[config.mk]
export PLATFORM = sky130hd
export DESIGN_NAME = softermax_result_serializer
export DESIGN_NICKNAME = d
export VERILOG_FILES = /design/src/rtl/softermax_result_serializer.sv
export SDC_FILE = /design/constraint.sdc
export NUM_CORES = 1
export LEC_CHECK = 0
export ABC_AREA = 1
export CORE_ASPECT_RATIO = 1.1
export CORE_MARGIN = 2
export CORE_UTILIZATION = 50
export CTS_CLUSTER_DIAMETER = 40
export DETAILED_ROUTE_END_ITERATION = 10
export MAX_ROUTING_LAYER = met4
export PLACE_DENSITY = 0.74
export RECOVER_POWER = 25
export SLEW_MARGIN = 20
export SYNTH_ARGS = -nofsm -noshare
export SYNTH_HDL_FRONTEND = slang
export SYNTH_SLANG_ARGS = --single-unit
[constraint.sdc]
create_clock -name clk -period 22.9 [get_ports clk]
set_input_delay 5.725 -clock clk [delete_from_list [all_inputs] [get_ports clk]]
set_output_delay 5.725 -clock clk [all_outputs]
set_load 0.02 [all_outputs]
[src/rtl/softermax_result_serializer.sv]
// Output-side unloader for softermax_wrapper: captures a whole result vector in one
// handshake and replays it element by element on a valid/ready stream.
module softermax_result_serializer #(
  parameter int VEC_SIZE = 10,
  parameter int OUT_W    = 32,
  parameter int IDX_W    = $clog2(VEC_SIZE),
  parameter int CNT_W    = 16
) (
  input  logic             clk,
  input  logic             rst_n,
  input  logic             vec_valid,
  output logic             vec_ready,
  input  logic [OUT_W-1:0] vec_data [VEC_SIZE-1:0],
  output logic             m_valid,
  input  logic             m_ready,
  output logic [OUT_W-1:0] m_data,
  output logic [IDX_W-1:0] m_idx,
  output logic             m_last,
  output logic [CNT_W-1:0] vec_count
);

  localparam logic [IDX_W-1:0] LAST = IDX_W'(VEC_SIZE - 1);

  typedef enum logic {S_EMPTY, S_STREAM} act_state_t;

  act_state_t       state, next_state;
  logic             pend_full, next_pend_full;
  logic [IDX_W-1:0] idx_q, next_idx;
  logic [OUT_W-1:0] data_q, next_data;
  logic             last_q, next_last;
  logic [CNT_W-1:0] cnt_q;

  logic [OUT_W-1:0] act_buf  [VEC_SIZE-1:0];
  logic [OUT_W-1:0] pend_buf [VEC_SIZE-1:0];

  logic accept, xfer;
  logic load_in, load_pend, capture_pend, advance, count_inc;

  // State register: control state and registered stream outputs.
  always_ff @(posedge clk) begin
    // NOTE: sequential state uses non-blocking assignments so every flop samples
    // pre-edge values regardless of statement order.
    if (!rst_n) begin
      state     <= S_EMPTY;
      pend_full <= 1'b0;
      idx_q     <= '0;
      data_q    <= '0;
      last_q    <= 1'b0;
      cnt_q     <= '0;
    end else begin
      state     <= next_state;
      pend_full <= next_pend_full;
      idx_q     <= next_idx;
      data_q    <= next_data;
      last_q    <= next_last;
      if (count_inc) cnt_q <= cnt_q + CNT_W'(1);
    end
  end

  // NOTE: the vector buffers are datapath storage qualified by state, so they are
  // left without reset; stale contents are never emitted after a reset.
  always_ff @(posedge clk) begin
    if (load_in)        act_buf <= vec_data;
    else if (load_pend) act_buf <= pend_buf;
    if (capture_pend)   pend_buf <= vec_data;
  end

  // Next-state logic.
  always_comb begin
    // NOTE: every signal gets a default first so no path infers a latch.
    next_state     = state;
    next_pend_full = pend_full;
    next_idx       = idx_q;
    load_in        = 1'b0;
    load_pend      = 1'b0;
    capture_pend   = 1'b0;
    advance        = 1'b0;
    count_inc      = 1'b0;
    accept         = vec_valid & ~pend_full;
    xfer           = (state == S_STREAM) & m_ready;

    case (state)
      S_EMPTY: begin
        if (accept) begin
          load_in    = 1'b1;
          next_state = S_STREAM;
          next_idx   = '0;
        end
      end
      S_STREAM: begin
        if (xfer && idx_q == LAST) begin
          count_inc = 1'b1;
          next_idx  = '0;
          // Pending vector (or a same-cycle arrival) takes over without a bubble.
          if (pend_full) begin
            load_pend      = 1'b1;
            next_pend_full = 1'b0;
          end else if (accept) begin
            load_in = 1'b1;
          end else begin
            next_state = S_EMPTY;
          end
        end else begin
          if (xfer) begin
            advance  = 1'b1;
            next_idx = idx_q + 1'b1;
          end
          if (accept) begin
            capture_pend   = 1'b1;
            next_pend_full = 1'b1;
          end
        end
      end
      default: next_state = S_EMPTY;
    endcase

    next_data = data_q;
    if (load_in)        next_data = vec_data[0];
    else if (load_pend) next_data = pend_buf[0];
    else if (advance)   next_data = act_buf[idx_q + 1'b1];

    next_last = (next_state == S_STREAM) && (next_idx == LAST);
  end

  // Output logic.
  always_comb begin
    m_valid   = (state == S_STREAM);
    vec_ready = ~pend_full;
    m_data    = data_q;
    m_idx     = idx_q;
    m_last    = last_q;
    vec_count = cnt_q;
  end

endmodule

## After elaboration in Yosys (flattened, before gate mapping)

Cells that the tools add are included.

- Output and inout port bits: 55
- Register bits: 695
- Memories kept: 0
- Bits of input ports: 324
- Bits in read-only memories: 0
- Latch bits: 0
- Memory bits (writable): 0

- Mux-type cells: 30
- Bitwise operators: 4
- Magnitude comparators: 1
- Div/mod/pow operators: 0
- $mul: 0
- Equality and inequality tests: 2
- $add $sub $neg: 2
- Reductions and logical operators: 6
- Shift-type cells: 0

Operator list:

| operator | number |
|---|---|
| $mux 320 | 2 |
| $bmux 32 s4 | 1 |
| $mux 32 | 4 |
| $mux 1 | 17 |
| $add 16x1->16 const B | 1 |
| $mux 4 | 3 |
| $eq 4x4->1 const B | 2 |
| $pmux 4 s2 | 1 |
| $lt 4x5->1 const B | 1 |
| $add 4x1->4 const B | 1 |
| $pmux 1 s2 | 2 |
| $reduce_bool 2->1 | 2 |
| $reduce_bool 3->1 | 1 |
| $and 1x1->1 | 2 |
| $logic_and 1x1->1 | 2 |
| $not 1->1 | 2 |
| $reduce_and 2->1 | 1 |

## Longest topological paths before layout

Gate-level depths: netlist of the first run.

- Depth after elaboration: 7
- Gate-level depth with buffers: 12
- Mapped depth without buffers: 12

## Worst setup path after synthesis of the first run

No wires, ideal clock.

- Path type: input-to-reg
- Start: input port m_ready
- End: register pend_buf[0] (netlist bit), enable pin
- Setup time: 1010 ps
- Slack: 2525 ps
- Stages on the path: 5
- Data arrival time: 19365 ps
- Path buffers: 0
- Required time: 21890 ps
- Path through: nand2_2 inv_2 nand2_2 nand2_2 nor2_1

- Cells in the longest elaborated chain, start to end: 4

RTL lines:

| what | line | text |
|---|---|---|
| from (decl) | 15 | `input logic m_ready,` |
| $and 1x1->1 | 80 | `xfer = (state == S_STREAM) & m_ready;` |
| $logic_and 1x1->1 | 91 | `if (xfer && idx_q == LAST) begin` |
| $mux 1 | 91 |  |
| $mux 1 | 82 | `case (state)` |
| net capture_pend | 37 | `logic load_in, load_pend, capture_pend, advance, count_inc;` |
| to (signal assigned) | 65 | `if (capture_pend) pend_buf <= vec_data;` |
| to (decl) | 34 | `logic [OUT_W-1:0] pend_buf [VEC_SIZE-1:0];` |

The timed path passes the listed nets, and every way through them passes these cells.
A chain may end at the register's enable or synchronous reset.

## Worst setup path after layout of the first run

- Start: input port m_ready
- End: register act_buf[49] (netlist bit), enable pin

- Cells in the longest elaborated chain, start to end: 5
- Elaborated cells between the ends (all ways): 7

RTL lines:

| what | line | text |
|---|---|---|
| $and 1x1->1 * | 80 |  |
| $logic_and 1x1->1 * | 91 |  |
| $mux 1 | 91 |  |
| $pmux 1 s2 or $mux 1 (tied branches) | 82 |  |
| $reduce_bool 2->1 (no line) * | - |  |
| to (signal assigned) | 63 | `if (load_in) act_buf <= vec_data;` |
| to (signal assigned) | 64 | `else if (load_pend) act_buf <= pend_buf;` |
| to (decl) | 33 | `logic [OUT_W-1:0] act_buf [VEC_SIZE-1:0];` |

Mark *: on every way between the ends. The rest lies on a longest branch, timed or not.

==> results.md, run 1 <==
* Hold Path Depth at 2
* Cell area after synthesis at 30200 µm²
* DRC violations left at 0
* Fin crit share at 0.452
* Worst r2r src: m_idx[0]
* Critical setup path kind: in2reg
* Initial antenna violation count at 19
* Setup TNS at 0 ps
* Pleak at 15.9 nW
* Post-CTS Resized at 0
* Routed WL at 84400 µm
* Reg2Reg Depth at 9
* Layout area overhead at 24.0%
* Synth area leaders: edfxtp_1 64%, nand2_1 17%, nand3_1 3.9%, dfxtp_1 3.6%, inv_1 3.4%
* Delay-heaviest family, CP: buffers and inverters
* Worst Skew at 21.4 ps
* Core ar. at 59700 µm²
* CP bufs+invs at 4
* Minimum clock period after layout at 10340 ps
* First-pass GRT wire length at 125000 µm
* HPWL after DPL at 54200 µm
* DR WL/cell at 19.7 µm
* Most frequent CP cell: nand2_1
* CP startpoint: m_ready
* Root Buffer: clkbuf_16
* Clock sink count at 695
* Sequential area share after synthesis at 0.673
* CTS buffer count at 91
* Synth area leader: edfxtp_1
* DRT antenna net count at 0
* CP max FO at 146
* Gpl congestion at 0.868
* Grt ovf at 0
* Top_reg_cell synth: edfxtp_1
* Cells after synthesis at 3104
* Hold Path End: vec_count[14]
* Synth cell count leaders: 1388 x nand2_1, 640 x edfxtp_1, 277 x inv_1, 234 x nand3_1, 154 x nor2_1
* Peak supply drop at 0.0573 mV
* Drt first-iter violations at 2252
* Tot Pwr at 3.29 mW
* Clock H-tree levels at 3
* Status: finished, final reports clean
* I/O pin total at 379
* Critical path's slowest cell: buf_4
* Post-synth ARST share at 0
* Post-synth EDFFs at 640
* Area of the die at 62400 µm²
* Overall Global Routing Usage at 0.275
* Worst-Skew Late Latency at 640 ps
* Die H at 262 µm
* Final Max Slew Viols at 0
* Fin nets at 3762
* Maximum clock path buffer count at 3
* Synth Area per Inst at 9.73 µm²
* Max_slew headroom at 0.266
* Required @ worst endpoint at 23150 ps
* Crit-path max cell delay at 900 ps
* TritonCTS clock tree: yes
* Yosys warns at 0
* Initial core utilization at 0.506
* Hold_ws at 470 ps
* Setup bufs post-CTS at 0
* Reg-to-reg endpoint: act_buf[49]
* Fmax at 0.0967 GHz
* RSZ-0062 raised after global routing: false
* CP Launch Type: primary input
* Top-count cell post-synth: nand2_1
* Final Hold Fails at 0
* FF+latch count, synth at 695
* Min-delay worst type: reg2reg
* Design Area, Final at 37500 µm²
* Post-CTS Hold Buffers at 0
* Max-cap violations at 0
* Clk slew on worst S/H paths at 50 ps
* Vias per cell at 5.25
* Port buffer count at 378
* Post-synth top area share at 0.636
* Pwr Density at 87.7 nW/µm²
* DP Area at 34400 µm²
* Final setup violating endpoints at 0
* Placed Cells at 4110
* Hold Crit Start: vec_count[14]
* Cell Rows at 94
* WP data arrival at 10590 ps
* Number of global-route vias before repair at 21400
* Vias at 22500
* Largest net degree at the start of global routing at 204
* Syn_nets at 3431
* CP Cell Sequence: dlygate4sd3_1 > nand2_1 > inv_1 > nand2_1 > nand2_1 > nand2_8 > nand2_8 > buf_4 > buf_4
* Tightest Pin Transition at 1100 ps
* Drt pass-1 iters at 6
* Count of different cell masters after synthesis at 30
* Critical path endpoint category: flip-flop
* Share of layout cells above drive strength 1 at 0.0513
* Chip width at 238 µm
* Worst reg2reg setup slack at 17380 ps
* Final non-filler cell total at 4291
-- cell type report --
| cell class | instances | area, µm² |
|---|---|---|
| inverters | 282 | 1060 |
| fillers | 4805 | 22300 |
| clock inverters | 59 | 609 |
| repair buffers | 397 | 3930 |
| multi-input cells | 1968 | 8130 |
| diodes | 14 | 35.0 |
| well taps | 768 | 961 |
| clock buffers | 108 | 2410 |
| flip-flops and latches | 695 | 20300 |
-- how the worst max path moves through the flow --
stage	to	slack, ps	cells past startpoint
after floorplan	pend_buf[0]	2530	5
after detailed placement	act_buf[101]	12210	9
after CTS	act_buf[46]	12890	9
after global routing	act_buf[72]	12130	9
after global placement	act_buf[101]	12300	9
final	act_buf[49]	12560	9
-- worst register-to-register path, delay by kind of cell, from the launching register on --
family | cells | cell delay [ps]
simple gates | 6 | 2360
buf+inv | 2 | 1860
flops | 1 | 660
fa+ha+maj | 1 | 230
-- power breakdown --
part,internal [mW],switching (mW)
logic,0.121,0.235
registers,1.50,0.0262
clock network,0.853,0.555
total,2.47,0.816
-- logic make-up after synthesis --
| family | count (synthesis) | share of synthesized area |
|---|---|---|
| adder cells (fa/ha/maj) | 3 | 0.00124 |
| flip-flops | 695 | 0.673 |
| XOR/XNOR | 1 | 0.000290 |
| buffers and inverters | 441 | 0.0595 |
| AO/OA/AOI/OAI | 160 | 0.0296 |
| AND/OR/NAND/NOR | 1804 | 0.237 |
-- cells in the final DEF, fill, tap and decap left out, types with 3 or more instances in the layout --
master / instances
o21bai_1: 31
inv_2: 3
nand2_8: 3
nor2_4: 3
o21ai_1: 3
inv_6: 13
diode_2: 14
clkinv_4: 7
edfxtp_1: 640
clkinvlp_4: 13
buf_4: 18
o21a_1: 3
nand4_1: 8
dlygate4sd3_1: 327
o21ai_0: 41
clkbuf_16: 94
clkinv_2: 8
clkbuf_1: 13
nand2_1: 1389
clkdlybuf4s50_1: 50
a21oi_1: 78
clkinv_1: 10
nand3_1: 234
dfxtp_1: 54
nor3_1: 7
inv_1: 277
bufinv_16: 8
nor2_1: 155
-- through the flow --
stage / util / setup WS, ps
6_report: 0.627 / 12560
5_1_grt: 0.627 / 12130
4_1_cts: 0.627 / 12890
3_5_place_dp: 0.576 / 12210
3_3_place_gp: 0.576 / 12300
2_1_floorplan: - / 2530
-- registers in the layout, summed over array words and instances (netlist names) --
name and count:
m_last 1, m_data 32, pend_full 1, pend_buf 320
vec_count 16, m_valid 1, act_buf 320, m_idx 4
-- metal layers --
| layer | global-route usage | part of all wire | vias up |
|---|---|---|---|
| li1 | - | - | 10800 |
| met1 | 0.332 | 0.38 | 10600 |
| met2 | 0.450 | 0.49 | 967 |
| met3 | 0.0499 | 0.080 | 184 |
| met4 | 0.136 | 0.048 | 0 |
| met5 | - | 0 | - |
Power figures use the tool's default switching activity.
==> run 2, diff against run 1 <==
==> constraint.sdc (replaced) <==
create_clock -name clk -period 10.74 [get_ports clk]
set_input_delay 2.685 -clock clk [delete_from_list [all_inputs] [get_ports clk]]
set_output_delay 2.685 -clock clk [all_outputs]
set_load 0.02 [all_outputs]
==> run 2 against run 1 <==
The run now ends with capacitance limit, slew limit left. Clock skew up 10 ps. Wire length is 0.72% higher. Hold slack improved by 18 ps. Cell count is 0.14% higher. Critical path depth is 1 lower. Final area is 0.72% higher. Utilization rose by 0.45 points. Register-to-register slack lost 12000 ps. Power rose by 120%. Critical endpoint is now pend_buf[238]. Largest cell class unchanged.
==> results.md, run 2 (synthesis gave the netlist of run 1 again) <==
* Pint at 5.40 mW (+120%)
* WP data arrival at 7220 ps (-3370 ps)
* Psw at 1.80 mW (+120%)
* Drt pass-1 iters at 5 (-1)
* CP Cell Sequence: clkdlybuf4s50_1 > nand2_1 > inv_2 > nand2_1 > nand2_1 > nor2_1 > buf_12 > buf_12
* Port buffer count at 378 (unchanged)
* Routed WL at 85000 µm (+0.72%)
* Pleak at 16.0 nW (+0.66%)
* Share of layout cells above drive strength 1 at 0.0560 (+0.00475)
* DRC violations left at 0 (unchanged)
* Peak supply drop at 0.135 mV (+140%)
* Vias at 22400 (-0.50%)
* Most frequent CP cell: nand2_1
* Clk slew on worst S/H paths at 60 ps (about the same)
* Final non-filler cell total at 4297 (+0.14%)
* Final Hold Fails at 0 (unchanged)
* Initial core utilization at 0.506 (unchanged)
* Min-delay worst type: reg2reg
* Cell Rows at 94 (unchanged)
* Max-cap violations at 2 (+2)
* Clock sink count at 695 (unchanged)
* Tightest Pin Transition at 2370 ps (+1270 ps)
* TritonCTS clock tree: yes
* Final Max Slew Viols at 65 (+65)
* Final setup violating endpoints at 0 (unchanged)
* Required @ worst endpoint at 10980 ps (-12170 ps)
* Fin nets at 3764 (+0.053%)
* CP max FO at 165 (+13%)
* DP Area at 34400 µm² (about the same)
* Layout area overhead at 24.9%
* Initial antenna violation count at 19 (unchanged)
* Critical path's slowest cell: nor2_1
* Gpl congestion at 0.871 (+0.26%)
* HPWL after DPL at 54000 µm (-0.41%)
* Setup bufs post-CTS at 0 (unchanged)
* Placed Cells at 4108 (-0.049%)
* Root Buffer: clkbuf_16
* Minimum clock period after layout at 6970 ps
* Number of global-route vias before repair at 21700 (+1.5%)
* Commonest non-fill, non-tap cell in the layout: nand2_1
* DR WL/cell at 19.8 µm (+0.58%)
* Worst Skew at 31.5 ps (+10.1 ps)
* Status: complete, but fails checks
* Core ar. at 59700 µm² (unchanged)
* Setup TNS at 0 ps (unchanged)
* DRT antenna net count at 0 (unchanged)
* Drt first-iter violations at 2356 (+4.6%)
* Critical setup path kind: in2reg
* Pwr Density at 191 nW/µm² (+120%)
* Fin crit share at 0.649
* I/O pin total at 379 (unchanged)
* First-pass GRT wire length at 125000 µm (+0.15%)
* Tot Pwr at 7.20 mW (+120%)
* Chip width at 238 µm (unchanged)
* Failing checks: capacitance limit, slew limit
* Worst-Skew Late Latency at 640 ps (about the same)
* RSZ-0062 raised after global routing: false
* Net Sw Frac at 0.250 (+0.00127)
* Seq pwr share at 0.450 (-0.013)
* Design Area, Final at 37700 µm² (+0.72%)
* Vias per cell at 5.22 (-0.64%)
* Post-CTS Hold Buffers at 0 (unchanged)
* Combinational fraction of design power at 0.106 (-0.002)
* Max_slew headroom at -0.578 (-0.843)
* CP Launch Type: primary input
* Most frequent cells in the layout: 1389 x nand2_1, 640 x edfxtp_1, 320 x dlygate4sd3_1
* Fmax at 0.143 GHz
* CTS buffer count at 94 (+3.3%)
* Largest net degree at the start of global routing at 212 (+3.9%)
* Clock H-tree levels at 3 (unchanged)
* Grt ovf at 0 (unchanged)
* Power share of the clock group at 0.443 (+0.014)
* Maximum clock path buffer count at 3 (unchanged)
* Die H at 262 µm (unchanged)
* Critical path endpoint category: flip-flop
* Overall Global Routing Usage at 0.277 (+0.00193)
* Crit-path max cell delay at 1460 ps (+560 ps)
* Area of the die at 62400 µm² (unchanged)
* Post-CTS Resized at 0 (unchanged)
[run 2: changes by cell type in the layout (fill, tap and decap cells not counted), moves of 4 or more]
cell	previous run	this run
clkbuf_1	13	8
buf_4	18	13
clkbuf_16	94	98
dlygate4sd3_1	327	320
clkdlybuf4s50_1	50	57
[run 2: final timing paths]
kind	endpoint	startpoint	cells after the start	slack (ps)
setup / recovery	pend_buf[238]	m_ready	8	3770
hold / removal	vec_count[14]	vec_count[14]	2	490
hold reg to reg	vec_count[14]	vec_count[14]	2	490
setup reg to reg	act_buf[22]	m_idx[0]	9	5560
[run 2: power groups by stage]
stage               sequential [mW]  combinational [mW]  clock [mW]
floorplan                      3.33               0.420           0
global route                   3.26               0.844        3.33
CTS                            3.25               0.790        3.22
global placement               3.29               0.770           0
finish                         3.24               0.764        3.19
detailed placement             3.30               0.784           0
[run 2: worst max-delay path: cells and delay by family]
| family | cells | cell delay, ps |
|---|---|---|
| AND/OR/NAND/NOR | 4 | 2390 |
| buffers and inverters | 4 | 1900 |
[run 2: stage by stage]
step	hold WS, ps	util	worst slack, ps
3_5_place_dp	495	0.577	3820
5_1_grt	520	0.632	3560
6_report	488	0.632	3770
2_1_floorplan	494	-	2480
4_1_cts	504	0.631	4480
3_3_place_gp	491	0.577	3880
[run 2: layer usage]
| metal | global-route usage | vias up | routed length, µm |
|---|---|---|---|
| li1 | - | 10800 | - |
| met1 | 0.328 | 10500 | 32400 |
| met2 | 0.448 | 923 | 42000 |
| met3 | 0.0557 | 171 | 6490 |
| met4 | 0.153 | 0 | 4150 |
| met5 | - | - | 0 |
[run 2: layout make-up]
class	instances	area [µm²]
inverter	282	1060
clock buffer	105	2480
antenna	14	35.0
timing repair buffer	396	3970
tap	768	961
clock inverter	69	774
sequential	695	20300
multi-input combinational	1968	8140
fill	4744	22000
==> run 3, diff against run 2 <==
==> constraint.sdc (replaced) <==
create_clock -name clk -period 6.69 [get_ports clk]
set_input_delay 1.6725 -clock clk [delete_from_list [all_inputs] [get_ports clk]]
set_output_delay 1.6725 -clock clk [all_outputs]
set_load 0.02 [all_outputs]
==> run 3 against run 2 <==
The run now ends clean. Wire length fell by 1.0%. Clock-buffer cell count fell by 2. Register-to-register slack worse by 2900 ps. Final area grew 0.29%. Sequential cell count unchanged. Sequential share of layout area down 0.16 points. Cell count about the same. Die area stayed put. Worst setup slack worse by 2000 ps. Combinational power grew 61%. Utilization is 0.18 points higher. Critical endpoint is now m_data[22]. Highest routed layer unchanged.
==> results.md, run 3 (synthesis gave the netlist of run 1 again) <==
* Post-CTS Resized at 0 (unchanged)
* TritonCTS clock tree: yes
* Hold Path Depth at 2 (unchanged)
* CP max FO at 125 (-24%)
* Pwr Density at 309 nW/µm² (+62%)
* CP Launch Type: primary input
* Delay-heaviest family, CP: simple AND/OR/NAND/NOR gates
* Design Area, Final at 37900 µm² (+0.29%)
* Status: finished, final reports clean
* Drt pass-1 iters at 5 (unchanged)
* Peak supply drop at 0.221 mV (+64%)
* Critical path endpoint category: flip-flop
* Critical path depth at 9 (+1)
* DRC violations left at 0 (unchanged)
* Vias per cell at 5.22 (about the same)
* Crit-path max cell delay at 860 ps (-600 ps)
* Final setup violating endpoints at 0 (unchanged)
* Reg2Reg Depth at 8 (-1)
* Post-CTS Hold Buffers at 0 (unchanged)
* Final Max Slew Viols at 0 (-100%)
* Clk slew on worst S/H paths at 50 ps (about the same)
* Routed WL at 84200 µm (-1.0%)
* WP data arrival at 5450 ps (-1770 ps)
* I/O pin total at 379 (unchanged)
* Final Hold Fails at 0 (unchanged)
* Tightest Pin Transition at 1160 ps (-1210 ps)
* Max-cap violations at 0 (-2)
* Chip width at 238 µm (unchanged)
* Required @ worst endpoint at 7180 ps (-3800 ps)
* Gpl congestion at 0.881 (+1.2%)
* First-pass GRT wire length at 125000 µm (-0.31%)
* Critical path's slowest cell: nand3_2
* Cell Rows at 94 (unchanged)
* DRT antenna net count at 0 (unchanged)
* CTS buffer count at 93 (-1.1%)
* Minimum clock period after layout at 4960 ps
* Maximum clock path buffer count at 3 (unchanged)
* Vias at 22400 (-0.062%)
* CP Cell Sequence: dlygate4sd3_1 > nand2_8 > clkinvlp_2 > nand2_1 > nand2_1 > nand2_8 > nand3_2 > o21ai_0 > a21oi_1
* Critical setup path kind: in2reg
* Setup bufs post-CTS at 0 (unchanged)
* HPWL after DPL at 53400 µm (-1.2%)
* Worst-Skew Late Latency at 640 ps (about the same)
* Root Buffer: clkbuf_16
* Die H at 262 µm (unchanged)
* Max_slew headroom at 0.229 (+0.807)
* RSZ-0062 raised after global routing: false
* Worst Skew at 25.0 ps (-6.46 ps)
* Share of layout cells above drive strength 1 at 0.0535 (-0.00251)
* CP bufs+invs at 2 (-2)
* Initial core utilization at 0.506 (unchanged)
* Drt first-iter violations at 2286 (-3.0%)
* Clock H-tree levels at 3 (unchanged)
* Layout area overhead at 25.3%
* Port buffer count at 378 (unchanged)
* Most frequent cells in the layout: 1388 x nand2_1, 640 x edfxtp_1, 321 x dlygate4sd3_1
* DR WL/cell at 19.6 µm (-0.96%)
* Commonest non-fill, non-tap cell in the layout: nand2_1
* Fin crit share at 0.742
* Pleak at 16.1 nW (+0.34%)
* Grt ovf at 0 (unchanged)
* Clock sink count at 695 (unchanged)
* Core Util, Final at 0.634 (+0.00184)
* Initial antenna violation count at 19 (unchanged)
* Overall Global Routing Usage at 0.276 (-0.00165)
* Fin nets at 3764 (unchanged)
* Fmax at 0.201 GHz
* DP Area at 34500 µm² (+0.27%)
* Min-delay worst type: reg2reg
* Core ar. at 59700 µm² (unchanged)
* Number of global-route vias before repair at 21500 (-0.81%)
* Area of the die at 62400 µm² (unchanged)
* Largest net degree at the start of global routing at 199 (-6.1%)
run 3: changes by cell type in the layout (fill, tap and decap cells not counted), sizes merged, moves of 2 or more:
cell | previous run | this run
bufinv | 11 | 20
inv | 299 | 293
clkbuf | 106 | 103
clkinvlp | 14 | 11
buf | 18 | 20
clkinv | 27 | 25
run 3: report_power, final:
group	leakage, nW	internal (mW)	total, mW	switching, mW
sequential	6.45	5.12	5.21	0.0921
clock	1.58	3.34	5.27	1.92
combinational	8.03	0.423	1.23	0.806
run 3: cell type report:
| type | instances | area (µm²) |
|---|---|---|
| inverters | 282 | 1060 |
| fillers | 4737 | 21900 |
| flip-flops and latches | 695 | 20300 |
| well taps | 768 | 961 |
| clock buffers | 103 | 2360 |
| diodes | 14 | 35.0 |
| clock inverters | 67 | 927 |
| multi-input cells | 1968 | 8150 |
| repair buffers | 397 | 4030 |
run 3: metrics by stage:
step	hold slack (ps)	setup WS [ps]	setup TNS, ps	cells	power (mW)
after floorplan	494	-467	-149870	3104	6.02
after global placement	457	1910	0	4109	6.53
final	468	1730	0	4294	11.7
after CTS	469	2530	0	4279	11.8
after global routing	512	1430	0	4292	12.1
after detailed placement	461	1870	0	4109	6.56
run 3: worst register-to-register path, cell delays in order (launching register included):
cell and delay [ps]:
dfxtp_4 770, ha_4 250, nand2_1 50, nor2_1 90, nand2_1 330, nand2_1 350
nand2_8 540, nand2_8 320, buf_12 640
run 3: routing by layer:
layer  up-vias  part of all wire  global-route usage
li1      10800                 -                   -
met3       159             0.080              0.0512
met1     10600              0.38               0.334
met4         0             0.044               0.131
met2       912              0.49               0.449
met5         -                 0                   -
run 3: path summary, 6_finish.rpt:
kind                      start             to  slack, ps
setup / recovery        m_ready     m_data[22]       1730
hold / removal    vec_count[14]  vec_count[14]        470
setup reg to reg       m_idx[0]   act_buf[139]       2690
hold reg to reg   vec_count[14]  vec_count[14]        470
